### src/rtl/plot_pkg.sv
// plot_pkg: shared screen geometry defaults, the buffered pixel record, the
// output FSM state type and the coordinate-to-address mapping.
// Imported by plot_fifo users and plot_writer.
package plot_pkg;

  localparam int SCREEN_W_DEF = 160;
  localparam int SCREEN_H_DEF = 120;
  // Must hold SCREEN_W*SCREEN_H-1 (19199 for the default screen).
  localparam int ADDR_W       = 15;

  typedef struct packed {
    logic [ADDR_W-1:0] addr;
    logic [2:0]        colour;
  } pix_req_t;

  typedef enum logic {
    ST_IDLE  = 1'b0,
    ST_WRITE = 1'b1
  } wr_state_t;

  // y*w + x at ADDR_W bits. The default 160-column screen is y*128 + y*32 + x,
  // so it needs only shifts and adds; other widths fall back to a multiply.
  function automatic logic [ADDR_W-1:0] xy_to_addr(input int unsigned w,
                                                   input logic [7:0]  x,
                                                   input logic [6:0]  y);
    logic [ADDR_W-1:0] xa;
    logic [ADDR_W-1:0] ya;
    xa = ADDR_W'(x);
    ya = ADDR_W'(y);
    if (w == 32'd160) return (ya << 7) + (ya << 5) + xa;
    else              return (ya * ADDR_W'(w)) + xa;
  endfunction

endpackage

### src/rtl/plot_fifo.sv
// plot_fifo: generic synchronous FIFO, DEPTH entries of WIDTH bits.
// Ports: clk/rst, push_i/push_data_i, pop_i/pop_data_o (head, valid when
// !empty_o), full_o, empty_o, count_o (occupancy). Pointers carry one extra
// wrap bit so full and empty are told apart without a separate counter.
module plot_fifo #(
  parameter  int WIDTH = 18,
  parameter  int DEPTH = 8,
  localparam int AW    = $clog2(DEPTH)
) (
  input  logic             clk,
  input  logic             rst,
  input  logic             push_i,
  input  logic [WIDTH-1:0] push_data_i,
  input  logic             pop_i,
  output logic [WIDTH-1:0] pop_data_o,
  output logic             full_o,
  output logic             empty_o,
  output logic [AW:0]      count_o
);

  logic [WIDTH-1:0] mem_q [DEPTH];
  logic [AW:0]      wr_ptr_q;
  logic [AW:0]      rd_ptr_q;
  logic             push_ok;
  logic             pop_ok;

  assign count_o    = wr_ptr_q - rd_ptr_q;
  assign empty_o    = (wr_ptr_q == rd_ptr_q);
  assign full_o     = (count_o == (AW+1)'(DEPTH));
  assign push_ok    = push_i && !full_o;
  assign pop_ok     = pop_i && !empty_o;
  assign pop_data_o = mem_q[rd_ptr_q[AW-1:0]];

  always_ff @(posedge clk or posedge rst) begin
    if (rst) begin
      wr_ptr_q <= '0;
      rd_ptr_q <= '0;
    end else begin
      if (push_ok) wr_ptr_q <= wr_ptr_q + 1'b1;
      if (pop_ok)  rd_ptr_q <= rd_ptr_q + 1'b1;
    end
  end

  // Storage needs no reset: entries are only read after being written.
  always_ff @(posedge clk) begin
    if (push_ok) mem_q[wr_ptr_q[AW-1:0]] <= push_data_i;
  end

endmodule

### src/rtl/plot_writer.sv
// plot_writer: clips pixel plot requests, linearises them to framebuffer
// addresses, buffers them and drains them to a stallable write port.
// Ports: vga_* request in (vga_plot/in_ready handshake), fb_* write out
// (fb_we held with stable addr/data until fb_ack), busy status, and
// clip_count when PLOT_CLIP_CNT_EN is defined. Address width is plot_pkg::ADDR_W.
module plot_writer
  import plot_pkg::*;
#(
  parameter int SCREEN_W = SCREEN_W_DEF,
  parameter int SCREEN_H = SCREEN_H_DEF,
  parameter int DEPTH    = 8
) (
  input  logic              clk,
  input  logic              rst,
  input  logic [7:0]        vga_x,
  input  logic [6:0]        vga_y,
  input  logic [2:0]        vga_colour,
  input  logic              vga_plot,
  output logic              in_ready,
  output logic [ADDR_W-1:0] fb_addr,
  output logic [2:0]        fb_data,
  output logic              fb_we,
  input  logic              fb_ack,
  output logic              busy
`ifdef PLOT_CLIP_CNT_EN
  ,
  output logic [15:0]       clip_count
`endif
);

  localparam int AW = $clog2(DEPTH);

  logic      accept;
  logic      on_screen;
  logic      s1_vld_q;
  pix_req_t  s1_req_q;

  logic      fifo_push;
  logic      fifo_pop;
  logic      fifo_full;
  logic      fifo_empty;
  logic [AW:0] fifo_count;
  pix_req_t  fifo_head;

  wr_state_t state_q;
  logic      fb_we_q;
  logic [ADDR_W-1:0] fb_addr_q;
  logic [2:0] fb_data_q;

  logic      avail;
  logic      take;
  logic      bypass;
  pix_req_t  head;

  assign on_screen = (32'(vga_x) < 32'(SCREEN_W)) && (32'(vga_y) < 32'(SCREEN_H));
  assign accept    = vga_plot && in_ready;

  // Ready counts the stage-1 entry as already occupying a FIFO slot, so an
  // accepted request can never find the FIFO full. Purely registered terms:
  // a pop in the current cycle does not reopen ready until the next one.
  assign in_ready = !fifo_full && !((fifo_count == (AW+1)'(DEPTH-1)) && s1_vld_q);

  // Stage 1: clip and linearise. Clipped requests are consumed here.
  always_ff @(posedge clk or posedge rst) begin
    if (rst) begin
      s1_vld_q <= 1'b0;
      s1_req_q <= '0;
    end else begin
      s1_vld_q <= accept && on_screen;
      if (accept) begin
        s1_req_q.addr   <= xy_to_addr(SCREEN_W, vga_x, vga_y);
        s1_req_q.colour <= vga_colour;
      end
    end
  end

  // The stage-1 entry sits logically behind the FIFO tail. When the FIFO is
  // empty the FSM takes it directly, which gives the two-cycle best-case
  // latency and one write per cycle while fb_ack stays high.
  assign avail     = !fifo_empty || s1_vld_q;
  assign take      = avail && ((state_q == ST_IDLE) || fb_ack);
  assign fifo_pop  = take && !fifo_empty;
  assign bypass    = take && fifo_empty;
  assign fifo_push = s1_vld_q && !bypass;
  assign head      = fifo_empty ? s1_req_q : fifo_head;

  plot_fifo #(
    .WIDTH ($bits(pix_req_t)),
    .DEPTH (DEPTH)
  ) u_fifo (
    .clk         (clk),
    .rst         (rst),
    .push_i      (fifo_push),
    .push_data_i (s1_req_q),
    .pop_i       (fifo_pop),
    .pop_data_o  (fifo_head),
    .full_o      (fifo_full),
    .empty_o     (fifo_empty),
    .count_o     (fifo_count)
  );

  always_ff @(posedge clk or posedge rst) begin
    if (rst) begin
      state_q   <= ST_IDLE;
      fb_we_q   <= 1'b0;
      fb_addr_q <= '0;
      fb_data_q <= '0;
    end else begin
      case (state_q)
        ST_IDLE: begin
          if (take) begin
            fb_addr_q <= head.addr;
            fb_data_q <= head.colour;
            fb_we_q   <= 1'b1;
            state_q   <= ST_WRITE;
          end
        end
        ST_WRITE: begin
          if (fb_ack) begin
            if (take) begin
              fb_addr_q <= head.addr;
              fb_data_q <= head.colour;
            end else begin
              fb_we_q <= 1'b0;
              state_q <= ST_IDLE;
            end
          end
        end
        default: state_q <= ST_IDLE;
      endcase
    end
  end

  assign fb_we   = fb_we_q;
  assign fb_addr = fb_addr_q;
  assign fb_data = fb_data_q;
  assign busy    = s1_vld_q || !fifo_empty || fb_we_q;

`ifdef PLOT_CLIP_CNT_EN
  logic [15:0] clip_cnt_q;

  always_ff @(posedge clk or posedge rst) begin
    if (rst) begin
      clip_cnt_q <= '0;
    end else if (accept && !on_screen && (clip_cnt_q != 16'hFFFF)) begin
      clip_cnt_q <= clip_cnt_q + 16'd1;
    end
  end

  assign clip_count = clip_cnt_q;
`endif

endmodule

### config.mk
export PLATFORM = sky130hd
export DESIGN_NAME = plot_writer
export DESIGN_NICKNAME = d
export VERILOG_FILES = /design/src/rtl/plot_pkg.sv /design/src/rtl/plot_fifo.sv /design/src/rtl/plot_writer.sv
export SDC_FILE = /design/constraint.sdc
export NUM_CORES = 1
export LEC_CHECK = 0
export BUFFER_PORTS_ARGS = -buffer_cell sky130_fd_sc_hd__buf_4
export CORE_ASPECT_RATIO = 1.2
export CORE_MARGIN = 2
export CORE_UTILIZATION = 51
export DETAILED_ROUTE_END_ITERATION = 6
export GPL_TIMING_DRIVEN = 0
export PLACE_DENSITY = 0.72
export SYNTH_ARGS = -nofsm -noshare
export SYNTH_HDL_FRONTEND = slang
export SYNTH_SLANG_ARGS = --single-unit
### constraint.sdc
create_clock -name clk -period 6.6 [get_ports clk]
set_input_delay 1.32 -clock clk [delete_from_list [all_inputs] [get_ports clk]]
set_output_delay 1.32 -clock clk [all_outputs]
set_load 0.01 [all_outputs]
### Yosys cells after proc, flatten, opt, wreduce, memory -nomap -nowiden

Memory sizes are Yosys's and may differ from the RTL's.
Index checks and enable logic that the tools add are counted.

| storage, ports and cells | value |
|---|---|
| input port bits | 22 |
| word-level logic and storage cells | 59 |
| memories kept | 1 |
| output and inout port bits | 21 |
| bits in registers | 47 |
| memory bits (writable) | 144 |

Memory list:

| name | depth | width | read ports | clocked after memory_dff | wr ports | line | source |
|---|---|---|---|---|---|---|---|
| u_fifo.mem_q | 8 | 18 | 1 | 0 | 1 | plot_fifo.sv:21 | `logic [WIDTH-1:0] mem_q [DEPTH];` |

| operators by class | value |
|---|---|
| add/sub/neg operators | 5 |
| bitwise operators | 1 |
| magnitude comparators | 2 |
| equality and inequality tests | 6 |
| reduce and logical (&&, ||, !) cells | 19 |
| multiplexer cells | 16 |

Operators by type and width:

| operator | count |
|---|---|
| 15-bit two-way mux | 2 |
| 15-bit case mux with 2 select lines | 1 |
| 18-bit two-way mux | 1 |
| 14-bit by 12-bit adder with 15-bit output | 1 |
| 15-bit by 8-bit adder with 15-bit output | 1 |
| 1-bit logical AND | 11 |
| 4-bit by 1-bit adder with 4-bit output (second input constant) | 2 |
| 8-bit less-than comparator (second input constant) | 1 |
| 7-bit less-than comparator (second input constant) | 1 |
| 1-bit two-way mux | 7 |
| 3-bit two-way mux | 2 |
| 2-bit != test (second input constant) | 3 |
| 3-bit case mux with 2 select lines | 1 |
| 4-bit by 3-bit == test with 1-bit output (second input constant) | 1 |
| 4-bit == test | 1 |
| 4-bit == test (second input constant) | 1 |
| 1-bit logical NOT | 4 |
| 1-bit case mux with 2 select lines | 2 |
| 4-bit subtractor | 1 |
| 1-bit logical OR | 3 |
| 3-bit AND reduction | 1 |
| 1-bit NOT | 1 |

### Depth between registers and ports, before layout

| depth | value |
|---|---|
| depth after elaboration | 10 |
| depth in mapped cells | 11 |
| depth with buffers taken out | 9 |

### Modules after synthesis

A second synthesis with hierarchy kept.

| second synthesis, totals | value |
|---|---|
| cell total of the unflattened synthesis | 526 |
| area total of the unflattened synthesis | 8109.0 µm² |

By module, submodules not included:

| module | instances | cells an instance | sequential area each (µm²) | area each (µm²) |
|---|---|---|---|---|
| plot_fifo | 1 | 309 | 4524.3 | 6014.5 |
| plot_writer | 1 | 217 | 975.9 | 2094.5 |

### Least setup slack after synthesis

Ideal clock, no wire load.

| timing | value |
|---|---|
| path kind | reg-to-reg |
| from | reg u_fifo.rd_ptr_q[1] |
| to | mem u_fifo.mem_q[2][0], enable pin |
| period minus slack after synthesis | 4.489 ns |
| arrival | 4.043 ns |
| stages on the path, launching flop included | 10 |
| buffers on the path | 2 |
| library setup time | 0.446 ns |
| data required time | 6.154 ns |
| path slack | 2.111 ns |
| path through | dfrtp_1 clkbuf_1 buf_1 inv_1 fa_1 xor2_1 nor3b_1 nand3_2 nand2b_1 nor4b_1 |

| between the ends | value |
|---|---|
| cells in the longest elaborated chain, start to end | 10 |
| elaborated cells between the ends (all ways) | 13 |
| those cells by class | 1 x add/sub; 2 x eq/ne; 2 x mux; 8 x reduce/logical |

RTL lines:

| item | line | source |
|---|---|---|
| start, declared | plot_fifo.sv:23 | `logic [AW:0] rd_ptr_q;` |
| start signal, assigned | plot_fifo.sv:40 | `if (pop_ok) rd_ptr_q <= rd_ptr_q + 1'b1;` |
| branches (longest 7 deep; another with 4-bit subtractor) | -- |  |
| 1-bit logical AND * | plot_fifo.sv:30 | `assign push_ok = push_i && !full_o;` |
| 1-bit two-way mux * | plot_fifo.sv:46 | `if (push_ok) mem_q[wr_ptr_q[AW-1:0]] <= push_data_i;` |
| 1-bit two-way mux (not written as such) * | plot_fifo.sv:46 |  |
| end, declared | plot_fifo.sv:21 |  |

Mark *: on every way between the ends.

### Worst setup path in the final report

| timing | value |
|---|---|
| from | reg u_fifo.rd_ptr_q[1] |
| to | out in_ready |

| between the ends | value |
|---|---|
| cells in the longest elaborated chain, start to end | 5 |
| elaborated cells between the ends (all ways) | 7 |
| those cells by class | 1 x add/sub; 2 x eq/ne; 4 x reduce/logical |

RTL lines:

| item | line | source |
|---|---|---|
| 4-bit subtractor * | plot_fifo.sv:27 | `assign count_o = wr_ptr_q - rd_ptr_q;` |
| 4-bit by 3-bit == test with 1-bit output | plot_writer.sv:61 | `assign in_ready = !fifo_full && !((fifo_count == (AW+1)'(DEPTH-1)) && s1_vld_q);` |
| 1-bit logical AND | plot_writer.sv:61 |  |
| 1-bit logical NOT | plot_writer.sv:61 |  |
| 1-bit logical AND * | plot_writer.sv:61 |  |
| end, declared | plot_writer.sv:19 | `output logic in_ready,` |

Mark *: on every way between the ends. The rest lies on a longest branch, timed or not.

==> results.toml <==
[power]
ir_worst_vdd_uv = 251
power_uw = 4330
powerDensity_mw_per_mm2 = 469
leakagePower_uw = 0.00337

[clock_network]
cts_setup_buffers = 0
cts.sink_count = 191
clkTransAtPathRegs_ps = 70
clkLatencyLatePin_ps = 430
cts_htree_levels = 4
cts_hold_buffers = 0
cts_tree = "done"
cts_resized = 0
cts_buffers = 17
clockBufferDepth = 2
clockRootBuffer = "clkbuf_16"

[placement]
dpl-instance-area_sq_mm = 0.00864
port_buffers = 42
gp_congestion = 0.771
hpwlAfterDp_um = 10400

[synthesis]
ys_warn_count = 0
synth_top_area_cell = "edfxtp_1"
synth_seq_cells = 191
synth_cells = 427
yosysMostFrequentCell = "edfxtp_1"
synth_top_area_share = 0.548
synth_edf_count = 144
synthArstFlopShare = 0.246
synth_area_leaders = "edfxtp_1, dfrtp_1, mux4_2, ha_1, mux2i_1"
syn_nets = 470
ys_top_cells_by_count = "edfxtp_1, dfrtp_1, mux4_2"
seq_area_frac_synth = 0.696
synthFlopType = "edfxtp_1"
ys_types = 49
syn_area_per_cell_sq_um = 18.5
syn_area_sq_mm = 0.00790

[grt]
antenna_found_initial = 0
grtUsageTotal = 0.207
grt_pass1_vias = 4422
grt_first_pass_wirelength_um = 25400
overflow = 0
grt_max_degree = 31

[critical_path]
crit_path_start_kind = "flip-flop"
required_ps = 5280
critPathArrivalTime_ps = 3730
r2r-start = "u_fifo.rd_ptr_q[1]"
crit_type = "reg -> out"
crit_start = "u_fifo.rd_ptr_q[1]"
endpoint_kind = "output pin"
crit_path_end = "in_ready"
r2r_end = "u_fifo.mem_q[6][9]"
path_max_fanout = 10
reg2reg_setup_slack_ps = 1960
r2r_cells = 10

[timing]
fin_crit_ps = 5050
finalMaxSlewViolations = 0
fmax_mhz = 198
skew_ps = 9.01
setup_viol = 0
fin_crit_sh = 0.765
finalHoldViolations = 0
tightest_slew_ps = 1050
rsz0062_at_grt = "no"
hold-worst-slack_ps = 479
max_slew_margin = 0.298

[final_layout]
drive_gt1_frac = 0.319
postLayoutCellArea_sq_mm = 0.00922
fin_nets = 544
layout-area-overhead-vs-synth_pct = 16.8
num_antenna_cells = 0

[die]
start_util = 0.524
dieArea_sq_mm = 0.0165
core.rowCount = 49
pin_count = 43
core_region_area_sq_mm = 0.0151
fp.dieH_um = 140
fp.dieW_um = 118

[min_path]
hp-class = "reg -> reg"
holdCritStartpoint = "state_q"

[status]
status = "completed"

[detailed_routing]
wl_per_cell_um = 22.3
via_count = 4194
drc = 0
routed_wl_um = 16000
drtIter0Drc = 364
first_pass_iters = 5
viasPerCell = 5.84
route.antenna.remaining_nets = 0

[job]
cap_violations = 0
-- report_power, final --
| part | internal [uW] | leakage [uW] | switching (uW) |
|---|---|---|---|
| Sequential | 1700 | 0.00186 | 247 |
| Clock | 537 | 0.000277 | 470 |
| Combinational | 659 | 0.00123 | 718 |
| Total | 2890 | 0.00337 | 1430 |
-- placed cells by master (no fill, tap or decap), types with 3 or more instances in the layout --
master and count:
clkbuf_16 17, nand2_1 10, mux4_2 36, buf_2 5, nand2b_1 3, buf_6 6
dfrtp_1 47, clkbuf_1 7, o21ai_0 21, clkinvlp_4 3, edfxtp_1 144, mux2_2 10
ha_1 18, buf_4 49, buf_1 3, nor2_1 3, nand4_1 5, a21oi_1 6
a21o_1 3, a22oi_1 18, mux2_4 8, inv_1 9, xor2_1 4, nor3_2 3
fa_1 3, mux2i_1 18, xnor2_1 9, inv_8 5, clkinv_4 3, nand3_1 3
-- cell type report --
cell class	count	area (sq um)
inverter	11	41.3
sequential	191	5500
clock buffer	18	429
timing repair buffer	55	448
buffer	17	86.3
fill	1092	5860
clock inverter	14	153
tap	204	255
multi-input combinational	208	2310
-- metrics by stage --
step	cells	TNS, ps	utilization	setup WS, ps
2_1_floorplan	427	0	-	2110
3_3_place_gp	673	-6790	0.561	-375
3_5_place_dp	686	0	0.573	1910
4_1_cts	718	0	0.611	1510
5_1_grt	718	0	0.611	1320
6_report	718	0	0.611	1550
-- state kept, by name, summed over array words and instances, names as in the netlist --
name	cells
u_fifo.mem_q	144
s1_req_q	18
fb_addr	15
u_fifo.rd_ptr_q	4
u_fifo.wr_ptr_q	4
fb_data	3
fb_we	1
s1_vld_q	1
state_q	1
-- worst max-delay path, stage by stage (launching register included) --
cell and delay (ps):
dfrtp_1 380, clkbuf_1 550, buf_1 610, inv_1 220, fa_1 470, xor2_1 170, nor3b_1 370, nand3_2 190
and2_1 200, buf_4 140
-- cells by family after synthesis --
| group | share of synthesized area |
|---|---|
| AO/OA/AOI/OAI | 0.0472 |
| flip-flops | 0.696 |
| multiplexers | 0.155 |
| AND/OR/NAND/NOR | 0.0326 |
| XOR/XNOR | 0.0165 |
| buffers and inverters | 0.0162 |
| adder cells (fa/ha/maj) | 0.0361 |
-- how the worst min path moves through the flow --
stage / to / cells after the start
4_1_cts: fb_we / 1
3_3_place_gp: fb_we / 1
3_5_place_dp: fb_we / 1
5_1_grt: fb_we / 1
2_1_floorplan: fb_we / 1
6_report: fb_we / 1
-- per-layer routing --
layer | GRT usage | share of wire
met3 | 0.0456 | 0.060
met1 | 0.276 | 0.41
met4 | 0.0793 | 0.022
met2 | 0.339 | 0.51
met5 | 0 | 0
Note: power is estimated with default switching activity, not from simulation.
